`src/rtl/sens_event_gen_pkg.sv`:
```
// sens_event_pkg: shared constants and types for the sensitivity-list event generator.
//   EDGE_ANY / EDGE_POS : per-bit edge_mode encoding
//   N_SIG_DEF / CNT_W_DEF : default widths
//   report_t : {mask, count, merged} report record at the default widths
package sens_event_pkg;

    localparam logic EDGE_ANY = 1'b0;
    localparam logic EDGE_POS = 1'b1;

    localparam int unsigned N_SIG_DEF = 4;
    localparam int unsigned CNT_W_DEF = 8;

    typedef struct packed {
        logic [N_SIG_DEF-1:0] mask;
        logic [CNT_W_DEF-1:0] count;
        logic                 merged;
    } report_t;

endpackage

```
`src/rtl/sens_event_gen_if.sv`:
```
// sens_event_gen_if: valid/ready report channel from the event generator to its consumer.
//   ev_valid  : report slot holds an unconsumed report (master drives)
//   ev_ready  : consumer accepts when ev_valid && ev_ready at a rising edge (slave drives)
//   ev_mask   : bits that fired for the held report
//   ev_count  : event count associated with the held report
//   ev_merged : held report absorbed at least one later trigger
interface sens_event_gen_if
    import sens_event_pkg::*;
#(
    parameter int unsigned N_SIG = N_SIG_DEF,
    parameter int unsigned CNT_W = CNT_W_DEF
) ();

    logic             ev_valid;
    logic             ev_ready;
    logic [N_SIG-1:0] ev_mask;
    logic [CNT_W-1:0] ev_count;
    logic             ev_merged;

    modport master (
        output ev_valid,
        output ev_mask,
        output ev_count,
        output ev_merged,
        input  ev_ready
    );

    modport slave (
        input  ev_valid,
        input  ev_mask,
        input  ev_count,
        input  ev_merged,
        output ev_ready
    );

endinterface

```
`src/rtl/sens_event_gen_hit_detect.sv`:
```
// sens_hit_detect: history register plus per-bit hit logic.
//   clk, rst    : clock, async active-high reset
//   sig_i       : watched signals
//   edge_mode_i : per bit EDGE_ANY (any change) or EDGE_POS (rising only)
//   en_i        : detection enable; history updates regardless
//   hit_o       : per-bit hit for the current sample (combinational)
module sens_hit_detect
    import sens_event_pkg::*;
#(
    parameter int unsigned N_SIG = N_SIG_DEF
) (
    input  logic             clk,
    input  logic             rst,
    input  logic [N_SIG-1:0] sig_i,
    input  logic [N_SIG-1:0] edge_mode_i,
    input  logic             en_i,
    output logic [N_SIG-1:0] hit_o
);

    logic [N_SIG-1:0] prev_q;

    // Reset value 0 makes a 1 on the first sample after reset count as an edge.
    always_ff @(posedge clk or posedge rst) begin
        if (rst) begin
            prev_q <= '0;
        end else begin
            prev_q <= sig_i;
        end
    end

    always_comb begin
        hit_o = '0;
        for (int i = 0; i < int'(N_SIG); i++) begin
            if (edge_mode_i[i] == EDGE_POS) begin
                hit_o[i] = en_i & sig_i[i] & ~prev_q[i];
            end else begin
                hit_o[i] = en_i & (sig_i[i] ^ prev_q[i]);
            end
        end
    end

endmodule

```
`src/rtl/sens_event_gen.sv`:
```
// sens_event_gen: sampled sensitivity-list trigger source.
//   clk, rst    : clock, async active-high reset
//   sig_i       : watched signals
//   edge_mode_i : per bit EDGE_ANY / EDGE_POS
//   en_i        : detection enable
//   clr_i       : synchronous counter clear (wins over a same-cycle trigger)
//   ev_pulse_o  : one-cycle strobe, the cycle after a trigger
//   ev_cnt_o    : wrapping event count
//   ev          : report channel (master side), single-entry slot with coalescing
module sens_event_gen
    import sens_event_pkg::*;
#(
    parameter int unsigned N_SIG = N_SIG_DEF,
    parameter int unsigned CNT_W = CNT_W_DEF
) (
    input  logic                     clk,
    input  logic                     rst,
    input  logic [N_SIG-1:0]         sig_i,
    input  logic [N_SIG-1:0]         edge_mode_i,
    input  logic                     en_i,
    input  logic                     clr_i,
    output logic                     ev_pulse_o,
    output logic [CNT_W-1:0]         ev_cnt_o,
    sens_event_gen_if.master         ev
);

    logic [N_SIG-1:0] hit;
    logic             trigger;
    logic             accept;

    logic             pulse_q;
    logic [CNT_W-1:0] cnt_q,    cnt_d;
    logic             valid_q,  valid_d;
    logic [N_SIG-1:0] mask_q,   mask_d;
    logic [CNT_W-1:0] count_q,  count_d;
    logic             merged_q, merged_d;

    sens_hit_detect #(
        .N_SIG (N_SIG)
    ) u_hit_detect (
        .clk         (clk),
        .rst         (rst),
        .sig_i       (sig_i),
        .edge_mode_i (edge_mode_i),
        .en_i        (en_i),
        .hit_o       (hit)
    );

    // Several bits firing together still make a single trigger.
    assign trigger = |hit;
    assign accept  = valid_q & ev.ev_ready;

    always_comb begin
        cnt_d = cnt_q;
        if (clr_i) begin
            cnt_d = '0;
        end else if (trigger) begin
            cnt_d = cnt_q + CNT_W'(1);
        end
    end

    always_comb begin
        valid_d  = valid_q;
        mask_d   = mask_q;
        count_d  = count_q;
        merged_d = merged_q;
        if ((!valid_q || accept) && trigger) begin
            valid_d  = 1'b1;
            mask_d   = hit;
            count_d  = cnt_d;
            merged_d = 1'b0;
        end else if (accept) begin
            valid_d = 1'b0;
        end else if (valid_q && trigger) begin
            // Consumer is stalled: fold the new trigger into the held report.
            mask_d   = mask_q | hit;
            count_d  = cnt_d;
            merged_d = 1'b1;
        end
    end

    always_ff @(posedge clk or posedge rst) begin
        if (rst) begin
            pulse_q  <= 1'b0;
            cnt_q    <= '0;
            valid_q  <= 1'b0;
            mask_q   <= '0;
            count_q  <= '0;
            merged_q <= 1'b0;
        end else begin
            pulse_q  <= trigger;
            cnt_q    <= cnt_d;
            valid_q  <= valid_d;
            mask_q   <= mask_d;
            count_q  <= count_d;
            merged_q <= merged_d;
        end
    end

    assign ev_pulse_o   = pulse_q;
    assign ev_cnt_o     = cnt_q;
    assign ev.ev_valid  = valid_q;
    assign ev.ev_mask   = mask_q;
    assign ev.ev_count  = count_q;
    assign ev.ev_merged = merged_q;

endmodule

```
`src/flat_wrapper.sv`:
```
// flat-port wrapper written by rule: the top's interface ports become plain ports
module sens_event_gen_flat import sens_event_pkg::*;
#(
    parameter int unsigned N_SIG = N_SIG_DEF,
    parameter int unsigned CNT_W = CNT_W_DEF
)
  (clk, rst, sig_i, edge_mode_i, en_i, clr_i, ev_pulse_o, ev_cnt_o, ev_ev_valid, ev_ev_mask, ev_ev_count, ev_ev_merged, ev_ev_ready);
  sens_event_gen_if #(.N_SIG(N_SIG), .CNT_W(CNT_W)) ev_i ();
  input  logic clk;
  input  logic rst;
  input  logic [N_SIG-1:0] sig_i;
  input  logic [N_SIG-1:0] edge_mode_i;
  input  logic en_i;
  input  logic clr_i;
  output logic ev_pulse_o;
  output logic [CNT_W-1:0] ev_cnt_o;
  output wire logic [$bits(ev_i.ev_valid)-1:0] ev_ev_valid;
  output wire logic [$bits(ev_i.ev_mask)-1:0] ev_ev_mask;
  output wire logic [$bits(ev_i.ev_count)-1:0] ev_ev_count;
  output wire logic [$bits(ev_i.ev_merged)-1:0] ev_ev_merged;
  input wire logic [$bits(ev_i.ev_ready)-1:0] ev_ev_ready;
  assign ev_ev_valid = ev_i.ev_valid;
  assign ev_ev_mask = ev_i.ev_mask;
  assign ev_ev_count = ev_i.ev_count;
  assign ev_ev_merged = ev_i.ev_merged;
  assign ev_i.ev_ready = ev_ev_ready;
  sens_event_gen #(.N_SIG(N_SIG), .CNT_W(CNT_W)) u_core (.clk(clk), .rst(rst), .sig_i(sig_i), .edge_mode_i(edge_mode_i), .en_i(en_i), .clr_i(clr_i), .ev_pulse_o(ev_pulse_o), .ev_cnt_o(ev_cnt_o), .ev(ev_i));
endmodule
```
`config.mk`:
```
export PLATFORM = sky130hd
export DESIGN_NAME = sens_event_gen_flat
export DESIGN_NICKNAME = d
export VERILOG_FILES = /design/src/rtl/sens_event_gen_pkg.sv /design/src/rtl/sens_event_gen_if.sv /design/src/rtl/sens_event_gen_hit_detect.sv /design/src/rtl/sens_event_gen.sv /design/src/flat_wrapper.sv
export SDC_FILE = /design/constraint.sdc
export NUM_CORES = 1
export LEC_CHECK = 0
export CAP_MARGIN = 25
export CORE_ASPECT_RATIO = 2
export CORE_UTILIZATION = 45
export DETAILED_ROUTE_END_ITERATION = 10
export GPL_TIMING_DRIVEN = 1
export PLACE_DENSITY_LB_ADDON = 0.3
export SLEW_MARGIN = 40
export SYNTH_ARGS = -nofsm -noshare
export SYNTH_HDL_FRONTEND = slang
export SYNTH_HIERARCHICAL = 1
export SYNTH_SLANG_ARGS = --single-unit
```
`constraint.sdc`:
```
create_clock -name clk -period 2.05 [get_ports clk]
set_clock_uncertainty 0.15 [all_clocks]
set_input_delay 0.3075 -clock clk [delete_from_list [all_inputs] [get_ports clk]]
set_output_delay 0.3075 -clock clk [all_outputs]
set_load 0.02 [all_outputs]
```
==> run metrics, run 1 <==
Core ar.=2540 µm²; Root Driver=clkbuf_8; Initial Utilization=46.9%; gr ovfl total=0; most common cell in the synthesized netlist=dfrtp_1; Slew HR=77.8%; crit-path cells=clkdlybuf4s50_1 > nor3b_2 > o21a_1 > nor4_4 > buf_2 > or3_2 > a21oi_1; die area=2870 µm²; DPL Wire Length=1990 µm; power density over cell area=706 nW/µm²; drt pass-1 iters=4; HP Class=in2async; CTS tree=done; Netlist cell types=30; number of diodes=0; total clock sinks=27; share of layout cells above drive strength 1=17.5%; Placer Congestion=0.710; clk_lat worst skew=270 ps; top area cells in the synthesized netlist=dfrtp_1, nand2_1, xnor2_1; Post-Synth Adder-Cell Area=1.05%; VDD IR max=0.555 mV; Async SR Flop Fraction=100%; Tot GR Track Use=20.1%; DRC violations left=0; IO buf count=35; DRT Wirelength=2540 µm; H-tree depth=1; Row Count=26; crit end category=flop; final setup vio count=0; Seq/Total Area, Yosys=56.7%; Largest stage delay, worst path=450 ps; DIE WIDTH=38.4 µm; Post-synth top cells=dfrtp_1, nand2_1, nor2_1; Crit path required time=2100 ps; critical path data arrival time=2020 ps; Die Height=74.8 µm; Layout Cells excl Fill=182; largest family of logic cells by synthesized area=simple AND/OR/NAND/NOR gates; ys flop type=dfrtp_1; critical path fanouts, max=4; Max-Cap Viols=0; via count of the routed design=932; largest net degree at the start of global routing=24; Placed Cells=176; f_max=0.507 GHz; Mapped Cells=104; fin nets=169; Final Critical Period=1970 ps; Hold Fails Final Rpt=0; vias in the first global route=1012; CTS Buf Count=3; Mapped Nets=118; initial antenna violation count=0; first-pass GRT wire length=4170 µm; register bit count reported by yosys=27; outcome=completed; area share of the largest cell type after synthesis=56.7%; unrepaired setup endpoints after global routing=no; FF-to-FF Start=u_core/u_hit_detect/prev_q[3]; Final Max Slew Viols=0; Final Cycle Share=96.2%; crit path launch=sig_i[3]; Avg Inst Size Synth=11.5 µm²; Slowest-stage cell, CP=clkdlybuf4s50_1; Yosys top cell by area=dfrtp_1; worst-margin pin slew=331 ps; setup TNS=0 ps; Cell Area, Synth=1190 µm²; Worst-path clk slew=90 ps; area grow syn2layout=45.2%; Ports=36; via-per-instance ratio=5.12; Crit Path Category=in2reg; simple logic cell fraction of the synthesized area=19.5%; DR WL/cell=14.0 µm; Worst Setup Start Kind=input pin; Post-Synth XOR/XNOR Area=6.62%; Synth warnings=6; Post-DRT Antenna Nets=0; initial DRC count=19; mux contribution to synthesized area=0.840%; P_leak=0.746 nW; Synth Area in Compound Gates=12.6%; Clock Path Buffers=2; Post-synth EDFFs=0
[cells in the final DEF (no fill, tap or decap), drive strengths merged]
master / synthesis / layout
dfrtp: 27 / 27
dlygate4sd2: 0 / 1
o31ai: 6 / 6
nand2b: 2 / 2
clkbuf: 1 / 4
nor3b: 1 / 1
o21a: 2 / 2
ha: 1 / 1
buf: 2 / 14
nand2: 17 / 17
a21o: 4 / 4
nor2: 7 / 7
a21oi: 2 / 2
xnor2: 6 / 6
inv: 3 / 3
nor2b: 1 / 1
clkdlybuf4s50: 0 / 34
or3: 2 / 2
o21ai: 7 / 7
mux2i: 1 / 1
nand3: 2 / 2
nor4: 2 / 2
nand3b: 3 / 3
xor2: 3 / 3
nor3: 2 / 2
[report_power, final]
| part | total (mW) | internal, mW | leakage, nW | switching, mW |
|---|---|---|---|---|
| Combinational | 0.311 | 0.156 | 0.374 | 0.155 |
| Sequential | 0.609 | 0.576 | 0.349 | 0.0337 |
| Clock | 0.300 | 0.139 | 0.0228 | 0.161 |
| Total | 1.22 | 0.871 | 0.746 | 0.350 |
[final timing paths]
kind | end | slack [ps] | depth (start not counted)
setup reg to reg | u_core/ev.ev_count[1] | 250 | 7
hold reg to reg | u_core/ev.ev_count[0] | 330 | 2
max in group asynchronous | u_core/ev.ev_count[0] | 1280 | 3
setup / recovery | u_core/ev_cnt_o[3] | 80 | 7
min in group clk | u_core/ev.ev_count[0] | 330 | 2
hold / removal | u_core/u_hit_detect/prev_q[2] | 90 | 2
[metrics by stage]
stage	cell area, µm²	setup WS, ps	total power [mW]	hold slack (ps)	util (%)
2_1_floorplan	1190	368	0.765	-76.4	-
4_1_cts	1720	97.0	1.23	92.6	67.7
6_report	1730	78.2	1.22	90.5	68.1
3_3_place_gp	1650	-246	0.914	310	64.9
5_1_grt	1730	11.0	1.27	104	68.1
3_5_place_dp	1650	-336	0.923	315	64.9
[final cells by class]
class                      instances  area, µm²
multi-input combinational         71        507
tap                               28       35.0
timing repair buffer              49        455
sequential                        27        676
inverter                           3       11.3
clock buffer                       4       45.0
fill                             230        808
[critical path, delay by kind of cell]
family,cells,cell delay [ps]
and+or+nand+nor,3,730
buffers and inverters,2,600
AOI/OAI and AO/OA,2,380
[metal layers]
layer	vias to the layer above	track usage, %	wire length [µm]
met5	-	0	0
met4	0	6.90	36
met3	6	0.885	62
met2	25	41.8	1590
met1	447	18.8	852
li1	454	-	-
[timing repair]
| item | 4_1_cts | 5_1_grt |
|---|---|---|
| cloned | 1 | 0 |
| resized for setup | 4 | 1 |
| endpoints found under the setup margin | 4 | 2 |
| hold buffers | 0 | 0 |
| pin swaps | 0 | 1 |
| buffers inserted | 0 | 1 |
[logic make-up after synthesis]
group                    after synthesis
AND/OR/NAND/NOR                       39
flip-flops                            27
AO/OA/AOI/OAI                         21
XOR/XNOR                               9
buffers and inverters                  6
multiplexers                           1
adder cells (fa/ha/maj)                1
[flip-flops by register name, indices dropped and copies added (netlist names)]
name                        flops
u_core/ev.ev_merged             1
u_core/ev.ev_count              8
u_core/u_hit_detect/prev_q      4
u_core/ev.ev_mask               4
u_core/ev.ev_valid              1
u_core/ev_cnt_o                 8
u_core/ev_pulse_o               1
Power figures use the tool's default switching activity.
==> run 2: changes to the inputs <==
ABC_AREA = 0   (was not set)
CTS_CLUSTER_DIAMETER = 40   (was not set)
REMOVE_ABC_BUFFERS = 1   (was not set)
==> run metrics, run 2 (synthesis gave the netlist of run 1 again) <==
outcome=completed; total clock sinks=27 (unchanged); Final Critical Period=1970 ps (+0.589 ps); Comb power frac=25.9% (+0.4 points); H-tree depth=1 (unchanged); final instance area=1740 µm² (+0.72%); area grow syn2layout=46.2%; Final Cycle Share=96.2% (about the same); share of layout cells above drive strength 1=16.6% (-0.98 points); IO buf count=35 (unchanged); crit-path cells=clkdlybuf4s50_1 > nor3b_2 > o21a_2 > nor4_4 > buf_12 > inv_2 > mux2i_1 > o31ai_1; vias in the first global route=1000 (-1.2%); Worst-path clk slew=90 ps (about the same); fin nets=166 (-1.8%); initial antenna violation count=0 (unchanged); via count of the routed design=933 (+0.11%); DIE WIDTH=38.4 µm (unchanged); Area after DPL=1640 µm² (-0.15%); CTS tree=done; CP Buf/Inv Count=3 (+1); largest net degree at the start of global routing=24 (unchanged); HP Class=in2reg; P_leak=0.781 nW (+4.7%); clk_lat worst skew=270 ps (about the same); DPL Wire Length=2020 µm (+1.2%); Final Max Slew Viols=0 (unchanged); Largest stage delay, worst path=480 ps (+30 ps); Tot GR Track Use=22.3% (+2.2 points); gr ovfl total=0 (unchanged); via-per-instance ratio=5.21 (+1.8%); die area=2870 µm² (unchanged); Core ar.=2540 µm² (unchanged); most frequent cells in the layout=clkdlybuf4s50_1, dfrtp_1, nand2_1, buf_4, nor2_1; Row Count=26 (unchanged); Switching Fraction=28.5% (-0.16 points); DRC violations left=0 (unchanged); DR WL/cell=15.1 µm (+8.1%); Slew HR=79.2% (+1.4 points); critical path data arrival time=1990 ps (-30 ps); sequential share of power=49.9% (about the same); crit end category=flop; Hold Fails Final Rpt=0 (unchanged); Slowest-stage cell, CP=clkdlybuf4s50_1; first-pass GRT wire length=4400 µm (+5.5%); commonest non-fill, non-tap cell in the layout=clkdlybuf4s50_1; Placer Congestion=0.755 (+6.4%); clock share of power=24.2% (-0.4 points); hold buffers post-CTS=0 (unchanged); R2R Setup Slk=100 ps (-150 ps); DRT Wirelength=2700 µm (+6.3%); Post-DRT Antenna Nets=0 (unchanged); Max-Cap Viols=0 (unchanged); VDD IR max=0.584 mV (+5.2%); initial DRC count=19 (unchanged); fin util=68.6% (+0.49 points); setup TNS=0 ps (unchanged); Die Height=74.8 µm (unchanged); Initial Utilization=46.9% (unchanged); power density over cell area=701 nW/µm² (-0.76%); P_sw=0.348 mW (-0.61%); f_max=0.507 GHz (about the same); CTS Buf Count=3 (unchanged); drt pass-1 iters=4 (unchanged); Ports=36 (unchanged); Clock Path Buffers=2 (unchanged); Root Driver=clkbuf_8; Crit Path Category=in2reg; Internal Dissipation=0.873 mW (+0.18%); number of diodes=0 (unchanged); final setup vio count=0 (unchanged); Worst Setup Start Kind=input pin; critical path fanouts, max=9 (+5); Crit path required time=2070 ps (-30 ps); worst-margin pin slew=309 ps (-21.9 ps); CP delay by family, top=buffers and inverters
==> run 2: layout make-up <==
cell class | instances | area (µm²)
fill | 207 | 796
tap | 28 | 35.0
timing repair buffer | 46 | 458
sequential | 27 | 676
inverter | 3 | 11.3
multi-input combinational | 71 | 517
clock buffer | 4 | 45.0
==> run 2: repair_timing <==
item,CTS,global route
gates resized for setup,4,6
endpoints found under the setup margin,2,13
setup buffers,0,1
pin swaps,1,5
cloned,0,0
==> run 2: through the flow <==
stage                     power, mW  hold WS (ps)  worst slack, ps  instances
after floorplan               0.755         -76.4             3.68        101
after global placement        0.918           309             -246        174
after detailed placement      0.925           316             -317        174
after CTS                      1.23           100             23.0        178
after global routing           1.28          77.2            -5.28        179
final                          1.22          70.3             77.7        179
==> run 2: worst reg2reg max path, stage by stage (launching register included) <==
cell	delay, ps
dfrtp_1	390
nor3b_2	160
o21a_2	230
nor4_4	230
buf_12	170
inv_2	80
mux2i_1	140
o31ai_1	290
==> run 2: final timing paths <==
check	depth (start not counted)	start	end
worst min-delay path	1	sig_i[3]	u_core/u_hit_detect/prev_q[3]
worst min register to register	2	u_core/ev.ev_count[5]	u_core/ev.ev_count[5]
worst max-delay path	8	edge_mode_i[3]	u_core/ev.ev_count[1]
worst max register to register	7	u_core/u_hit_detect/prev_q[3]	u_core/ev.ev_count[1]
max in group asynchronous	3	rst	u_core/ev.ev_count[6]
min in group asynchronous	2	rst	u_core/u_hit_detect/prev_q[3]
==> run 2: power by group through the flow <==
stage / sequential, mW / clock (mW) / combinational [mW]
2_1_floorplan: 0.666 / 0 / 0.0888
3_3_place_gp: 0.618 / 0 / 0.300
3_5_place_dp: 0.619 / 0 / 0.305
4_1_cts: 0.609 / 0.305 / 0.313
5_1_grt: 0.615 / 0.323 / 0.337
6_report: 0.609 / 0.296 / 0.316
==> run 2: per-layer routing <==
| layer | wire length [µm] | vias up | global-route usage, % | part of all wire [%] |
|---|---|---|---|---|
| li1 | - | 448 | - | - |
| met1 | 873 | 450 | 20.5 | 32 |
| met2 | 1690 | 30 | 45.0 | 63 |
| met3 | 91 | 5 | 3.54 | 3.4 |
| met4 | 42 | 0 | 8.05 | 1.6 |
| met5 | 0 | - | 0 | 0 |
